===== src/rtl/lc3_writeback_if.sv =====
// Writeback bus between execute (master) and the writeback stage (slave).
//   master drives : enable_writeback, W_Control, aluout, pcout, memout, dr, sr1, sr2
//   slave drives  : VSR1, VSR2 (register read data), psr (condition codes {N,Z,P})
interface lc3_writeback_if;
  logic        enable_writeback;
  logic [1:0]  W_Control;
  logic [15:0] aluout;
  logic [15:0] pcout;
  logic [15:0] memout;
  logic [2:0]  dr;
  logic [2:0]  sr1;
  logic [2:0]  sr2;
  logic [15:0] VSR1;
  logic [15:0] VSR2;
  logic [2:0]  psr;

  modport master (
    output enable_writeback, W_Control, aluout, pcout, memout, dr, sr1, sr2,
    input  VSR1, VSR2, psr
  );

  modport slave (
    input  enable_writeback, W_Control, aluout, pcout, memout, dr, sr1, sr2,
    output VSR1, VSR2, psr
  );
endinterface


===== src/rtl/lc3_writeback.sv =====
// LC3 writeback stage: owns the general register file and the NZP status register.
//   clock : rising-edge clock
//   reset : synchronous, active-high; clears all registers and psr
//   wb    : writeback bus (slave end) - commit strobe, result sources, register
//           indices in; asynchronous read data VSR1/VSR2 and psr out
module lc3_writeback #(
  parameter int unsigned NUM_REGS      = 8,
  parameter logic [15:0] REG_RESET_VAL = 16'h0000
) (
  input  logic            clock,
  input  logic            reset,
  lc3_writeback_if.slave  wb
);

  localparam int unsigned DATA_W = 16;
  localparam int unsigned PSR_W  = 3;

  localparam logic [1:0] SEL_ALU = 2'd0;
  localparam logic [1:0] SEL_PC  = 2'd1;
  localparam logic [1:0] SEL_MEM = 2'd2;
  localparam logic [1:0] SEL_RSV = 2'd3;

  logic [DATA_W-1:0] regs_q [NUM_REGS];
  logic [DATA_W-1:0] regs_d [NUM_REGS];
  logic [PSR_W-1:0]  psr_q;
  logic [PSR_W-1:0]  psr_d;
  logic [DATA_W-1:0] wb_data;
  logic              commit;

  // Result select; the reserved code suppresses the commit entirely
  always_comb begin
    wb_data = wb.aluout;
    case (wb.W_Control)
      SEL_ALU: wb_data = wb.aluout;
      SEL_PC:  wb_data = wb.pcout;
      SEL_MEM: wb_data = wb.memout;
      default: wb_data = wb.aluout;
    endcase
    commit = wb.enable_writeback && (wb.W_Control != SEL_RSV);
  end

  // Next-state for register file and condition codes
  always_comb begin
    regs_d = regs_q;
    psr_d  = psr_q;
    if (commit) begin
      regs_d[wb.dr] = wb_data;
      if (wb_data[DATA_W-1])
        psr_d = 3'b100;
      else if (wb_data == '0)
        psr_d = 3'b010;
      else
        psr_d = 3'b001;
    end
  end

  always_ff @(posedge clock) begin
    if (reset) begin
      for (int i = 0; i < int'(NUM_REGS); i++) regs_q[i] <= REG_RESET_VAL;
      psr_q <= '0;
    end else begin
      regs_q <= regs_d;
      psr_q  <= psr_d;
    end
  end

  // Reads come from the stored array only: no bypass of an in-flight commit
  assign wb.VSR1 = regs_q[wb.sr1];
  assign wb.VSR2 = regs_q[wb.sr2];
  assign wb.psr  = psr_q;

endmodule


===== src/flat_wrapper.sv =====
// flat-port wrapper written by rule: the top's interface ports become plain ports
module lc3_writeback_flat 
#(
  parameter int unsigned NUM_REGS      = 8,
  parameter logic [15:0] REG_RESET_VAL = 16'h0000
)
  (clock, reset, wb_enable_writeback, wb_W_Control, wb_aluout, wb_pcout, wb_memout, wb_dr, wb_sr1, wb_sr2, wb_VSR1, wb_VSR2, wb_psr);
  lc3_writeback_if wb_i ();
  input  logic clock;
  input  logic reset;
  input wire logic [$bits(wb_i.enable_writeback)-1:0] wb_enable_writeback;
  input wire logic [$bits(wb_i.W_Control)-1:0] wb_W_Control;
  input wire logic [$bits(wb_i.aluout)-1:0] wb_aluout;
  input wire logic [$bits(wb_i.pcout)-1:0] wb_pcout;
  input wire logic [$bits(wb_i.memout)-1:0] wb_memout;
  input wire logic [$bits(wb_i.dr)-1:0] wb_dr;
  input wire logic [$bits(wb_i.sr1)-1:0] wb_sr1;
  input wire logic [$bits(wb_i.sr2)-1:0] wb_sr2;
  output wire logic [$bits(wb_i.VSR1)-1:0] wb_VSR1;
  output wire logic [$bits(wb_i.VSR2)-1:0] wb_VSR2;
  output wire logic [$bits(wb_i.psr)-1:0] wb_psr;
  assign wb_i.enable_writeback = wb_enable_writeback;
  assign wb_i.W_Control = wb_W_Control;
  assign wb_i.aluout = wb_aluout;
  assign wb_i.pcout = wb_pcout;
  assign wb_i.memout = wb_memout;
  assign wb_i.dr = wb_dr;
  assign wb_i.sr1 = wb_sr1;
  assign wb_i.sr2 = wb_sr2;
  assign wb_VSR1 = wb_i.VSR1;
  assign wb_VSR2 = wb_i.VSR2;
  assign wb_psr = wb_i.psr;
  lc3_writeback #(.NUM_REGS(NUM_REGS), .REG_RESET_VAL(REG_RESET_VAL)) u_core (.clock(clock), .reset(reset), .wb(wb_i));
endmodule

===== config.mk =====
export PLATFORM = sky130hd
export DESIGN_NAME = lc3_writeback_flat
export DESIGN_NICKNAME = d
export VERILOG_FILES = /design/src/rtl/lc3_writeback_if.sv /design/src/rtl/lc3_writeback.sv /design/src/flat_wrapper.sv
export SDC_FILE = /design/constraint.sdc
export NUM_CORES = 1
export LEC_CHECK = 0
export ABC_CLOCK_PERIOD_IN_PS = 3100
export CAP_MARGIN = 5
export CORE_MARGIN = 2
export CORE_UTILIZATION = 55
export CTS_CLUSTER_SIZE = 10
export DETAILED_ROUTE_END_ITERATION = 6
export PLACE_DENSITY = 0.77
export SYNTH_ARGS = -nofsm -noshare
export SYNTH_HDL_FRONTEND = slang
export SYNTH_SLANG_ARGS = --single-unit

===== constraint.sdc =====
create_clock -name clock -period 3.1 [get_ports clock]
set_clock_uncertainty 0.15 [all_clocks]
set_input_delay 0.775 -clock clock [delete_from_list [all_inputs] [get_ports clock]]
set_output_delay 0.775 -clock clock [all_outputs]
set_load 0.05 [all_outputs]

======== Word level (Yosys, flattened, before mapping) ========
Index checks and enable logic that the tools add are counted.
storage, ports and cells
  flip-flop bits (word level) ............. 131
  input bits .............................. 62
  output and inout bits ................... 35
  word-level logic and storage cells ...... 34
operators by class
  $lt $le $gt $ge ......................... 4
  equal/unequal tests ..................... 3
  multiplexer cells ....................... 12
  bitwise operators ....................... 3
  reduce and logical (&&, ||, !) cells .... 3
operators with widths
  cell                  number
  $bwmux W128           1
  $bmux W16 S3          2
  $mux W16              5
  $demux W16 S3         1
  $pmux W16 S2          1
  $logic_not A16 Y1     1
  $ge A4 B4 Y1 const B  3
  $not A3 Y4            3
  $lt A4 B1 Y1 const B  1
  $mux W3               1
  $eq A2 B1 Y1 const B  1
  $eq A2 B2 Y1 const B  1
  $logic_and A1 B1 Y1   2
  $mux W2               1
  $ne A2 B2 Y1 const B  1

======== Longest topological paths before layout ========
  word-level depth ........................ 6
  depth in mapped cells ................... 9
  gate-level depth less buffers ........... 7

======== Worst setup path before layout ========
OpenSTA, ideal clock, no wires.
  kind .................................... input-to-output
  start ................................... input wb_sr1[0]
  end ..................................... output wb_VSR1[0]
  arrival time ............................ 2118 ps
  required time ........................... 2175 ps
  setup slack ............................. 57 ps
  stages .................................. 4
  buffers on the path ..................... 2
  cell sequence ........................... buf_2 buf_2 mux4_2 mux2_2
on the way
  longest elaborated chain between the ends .. 4
ends and longest elaborated chain
  item                                          line                 text
  from (decl)                                   flat_wrapper.sv:17   input wire logic [$bits(wb_i.sr1)-1:0] wb_sr1;
  $not A3 Y4 (implied by the code)              lc3_writeback.sv:68  assign wb.VSR1 = regs_q[wb.sr1];
  $bmux W16 S3                                  lc3_writeback.sv:68
  $mux W16 (implied by the code) (2 in series)  lc3_writeback.sv:68
  to (decl)                                     flat_wrapper.sv:19   output wire logic [$bits(wb_i.VSR1)-1:0] wb_VSR1;
No other way between the ends. The select of a mux whose other input is x is not followed.

======== Worst setup path after layout ========
  start ................................... input wb_sr2[1]
  end ..................................... output wb_VSR2[4]
on the way
  longest elaborated chain between the ends .. 4
ends and longest elaborated chain
  item                                          line                 text
  from (decl)                                   flat_wrapper.sv:18   input wire logic [$bits(wb_i.sr2)-1:0] wb_sr2;
  $not A3 Y4 (implied by the code)              lc3_writeback.sv:69  assign wb.VSR2 = regs_q[wb.sr2];
  $bmux W16 S3                                  lc3_writeback.sv:69
  $mux W16 (implied by the code) (2 in series)  lc3_writeback.sv:69
  to (decl)                                     flat_wrapper.sv:20   output wire logic [$bits(wb_i.VSR2)-1:0] wb_VSR2;
No other way between the ends. The select of a mux whose other input is x is not followed.

==> results.json <==
{
  "status": "finished clean",
  "power_frac_clock": 0.467,
  "crit_type": "in -> out",
  "cts_tree": "yes",
  "root_buffer": "clkbuf_16",
  "leakagePower_uw": 0.00368,
  "crit_arrival_ns": 2.15,
  "hold_viol_final": 0,
  "post-cts-setup-buffer-count": 0,
  "drt-wirelength-per-cell_um": 22.5,
  "rrSetupSlack_ns": 2.23,
  "die_y_um": 117,
  "cts.sinks": 131,
  "grt_usage": 0.329,
  "num_io_pins": 97,
  "finish.instance_area_um2": 9100,
  "r2r_end": "u_core.regs_q[6]",
  "core_um2": 12600,
  "endpoint_kind": "primary output",
  "async_flop_share": 0,
  "start_kind": "input pin",
  "dieWidth_um": 117,
  "htree_levels": 4,
  "antenna_found_initial": 0,
  "routed_via_density": 6.16,
  "grt_pass1_vias": 6065,
  "synth_ff_type": "dfxtp_1",
  "cp.required_ns": 2.17,
  "internal_power_uw": 3350,
  "finalCritPeriodShare": 0.993,
  "synth-edff-count": 0,
  "clk_path_buf_depth": 2,
  "swShare": 0.247,
  "routabilityCongestion": 0.870,
  "tightestPinTransition_ns": 0.589,
  "power.density_nw_per_um2": 490,
  "diodes": 0,
  "final_cell_mix": "131 x dfxtp_1, 118 x nand2_1, 84 x nor2_1, 80 x mux2i_1, 64 x mux4_2",
  "worstSkewPairLatency_ns": 0.42,
  "routed_wl_mm": 21.7,
  "clkSlewWorstSetupHoldPaths_ns": 0.06,
  "num_rows": 41,
  "cts-hold-fix-buffers": 0,
  "fin_util": 0.724,
  "drive_gt1_frac": 0.300,
  "grt_max_degree": 55,
  "rr_startpoint": "u_core.regs_q[6]",
  "drc": 0,
  "slew_violations": 0,
  "cp_max_fo": 16,
  "tns_ns": 0,
  "hpwlAfterDp_mm": 13.4,
  "vias": 5942,
  "synth_area_um2": 7050,
  "dieArea_um2": 13700,
  "synthDistinctLibCells": 35,
  "placed_area_um2": 8360,
  "port_buffers": 96,
  "synthCells": 673,
  "max-cap-violations": 0,
  "syn_nets": 738,
  "avgSynthCellArea_um2": 10.5,
  "seqPwrFrac": 0.390,
  "place_ws_ns": -0.187,
  "final_nets": 845,
  "hold_start": "u_core.regs_q[122]",
  "ys_warn_count": 0,
  "fmax_mhz": 325,
  "max-slew-margin-rel": 0.607,
  "setup_viol": 0,
  "yosysSeqAreaShare": 0.372,
  "period_needed_ns": 3.08,
  "ant_nets": 0,
  "area_growth_syn_to_layout_pct": 29.1,
  "ir_worst_vdd_v": 0.000425,
  "fin_ws_ns": 0.0203,
  "worstRegToRegCells": 2,
  "combPwrFrac": 0.143,
  "dr.pass1.iters": 6,
  "initial_core_util": 0.561,
  "drtIter0Drc": 597,
  "final_common_cell": "dfxtp_1",
  "power.switching_uw": 1100,
  "grt_pass1_wl_mm": 33.0,
  "overflow": 0,
  "rsz0062_at_grt": "false",
  "holdPathEnd": "u_core.regs_q[122]",
  "min_path_cells": 2,
  "hold_path.class": "reg -> reg",
  "cts-buffers-inserted": 17,
  "synth-seq-cells": 131
}
## metal layers
metal	share of wire	vias to the layer above	global-route usage
li1	-	2634	-
met1	0.39	2970	0.401
met2	0.50	291	0.551
met3	0.085	47	0.0984
met4	0.019	0	0.124
met5	0	-	0
## power by group through the flow
stage               combinational [µW]  sequential (µW)  clock [µW]
global route                       671             1740        2170
floorplan                          354             1770           0
detailed placement                 608             1770           0
global placement                   589             1770           0
CTS                                626             1730        2090
finish                             639             1740        2080
## cells in the mapped netlist, types with 2 or more instances
library cell,number,area (µm²)
clkbuf_1,27,101
nand2_1,118,443
nand3b_1,2,15.0
nor4_1,2,12.5
mux2i_1,80,801
a22oi_2,5,62.6
mux4_2,64,1440
o21ai_2,7,61.3
o21ai_1,7,35.0
ha_1,3,37.5
nor4_2,3,37.5
buf_6,8,90.1
buf_1,2,7.51
nor2_1,84,315
a22oi_1,10,75.1
mux2_2,32,360
nand4_1,2,12.5
dfxtp_1,131,2620
nor3b_1,2,15.0
a21oi_1,49,245
buf_4,4,30.0
buf_2,17,85.1
inv_1,2,7.51
## sequential cells by signal, indices dropped and copies added, names as in the netlist
name and count:
u_core.regs_q 128, u_core.wb.psr 3
## through the flow
step | total power (µW) | hold WS [ns] | instances
after floorplan | 2120 | 0.293 | 673
after global placement | 2360 | 0.297 | 929
after detailed placement | 2380 | 0.310 | 929
after CTS | 4450 | 0.318 | 963
after global routing | 4580 | 0.344 | 965
final | 4450 | 0.317 | 965
## area by class of cell
type	instances	area, µm²
fill	883	3470
tap	172	215
inverter	2	7.51
timing repair buffer	147	1540
sequential	131	2620
multi-input combinational	481	4100
clock buffer	23	488
clock inverter	9	126
## worst max-delay path, stage by stage
cell and delay [ns]:
clkdlybuf4s15_2 0.31, buf_12 0.22, mux4_2 0.35, mux2_2 0.30, buf_4 0.19
## worst max-delay path by stage
stage,slack [ns],cells after the start,start,endpoint
after floorplan,0.06,4,wb_sr1[0],wb_VSR1[0]
after global placement,-0.15,5,wb_sr2[1],wb_VSR2[2]
after detailed placement,-0.19,5,wb_sr2[1],wb_VSR2[11]
after CTS,0.008,5,wb_sr2[0],wb_VSR2[11]
after global routing,0.003,5,wb_sr2[0],wb_VSR2[6]
final,0.02,5,wb_sr2[1],wb_VSR2[4]
## cells by family after synthesis
| family | share of synthesized area |
|---|---|
| flip-flops | 0.372 |
| multiplexers | 0.369 |
| buffers and inverters | 0.0485 |
| adder cells (fa/ha/maj) | 0.00533 |
| AO/OA/AOI/OAI | 0.0776 |
| AND/OR/NAND/NOR | 0.127 |
## repair_timing
item	CTS	global route
cloned	2	2
resized for setup	6	7
endpoints found under the hold margin	0	0
endpoints found under the setup margin	32	11
pin swaps	0	0
Note: power is estimated with default switching activity, not from simulation.
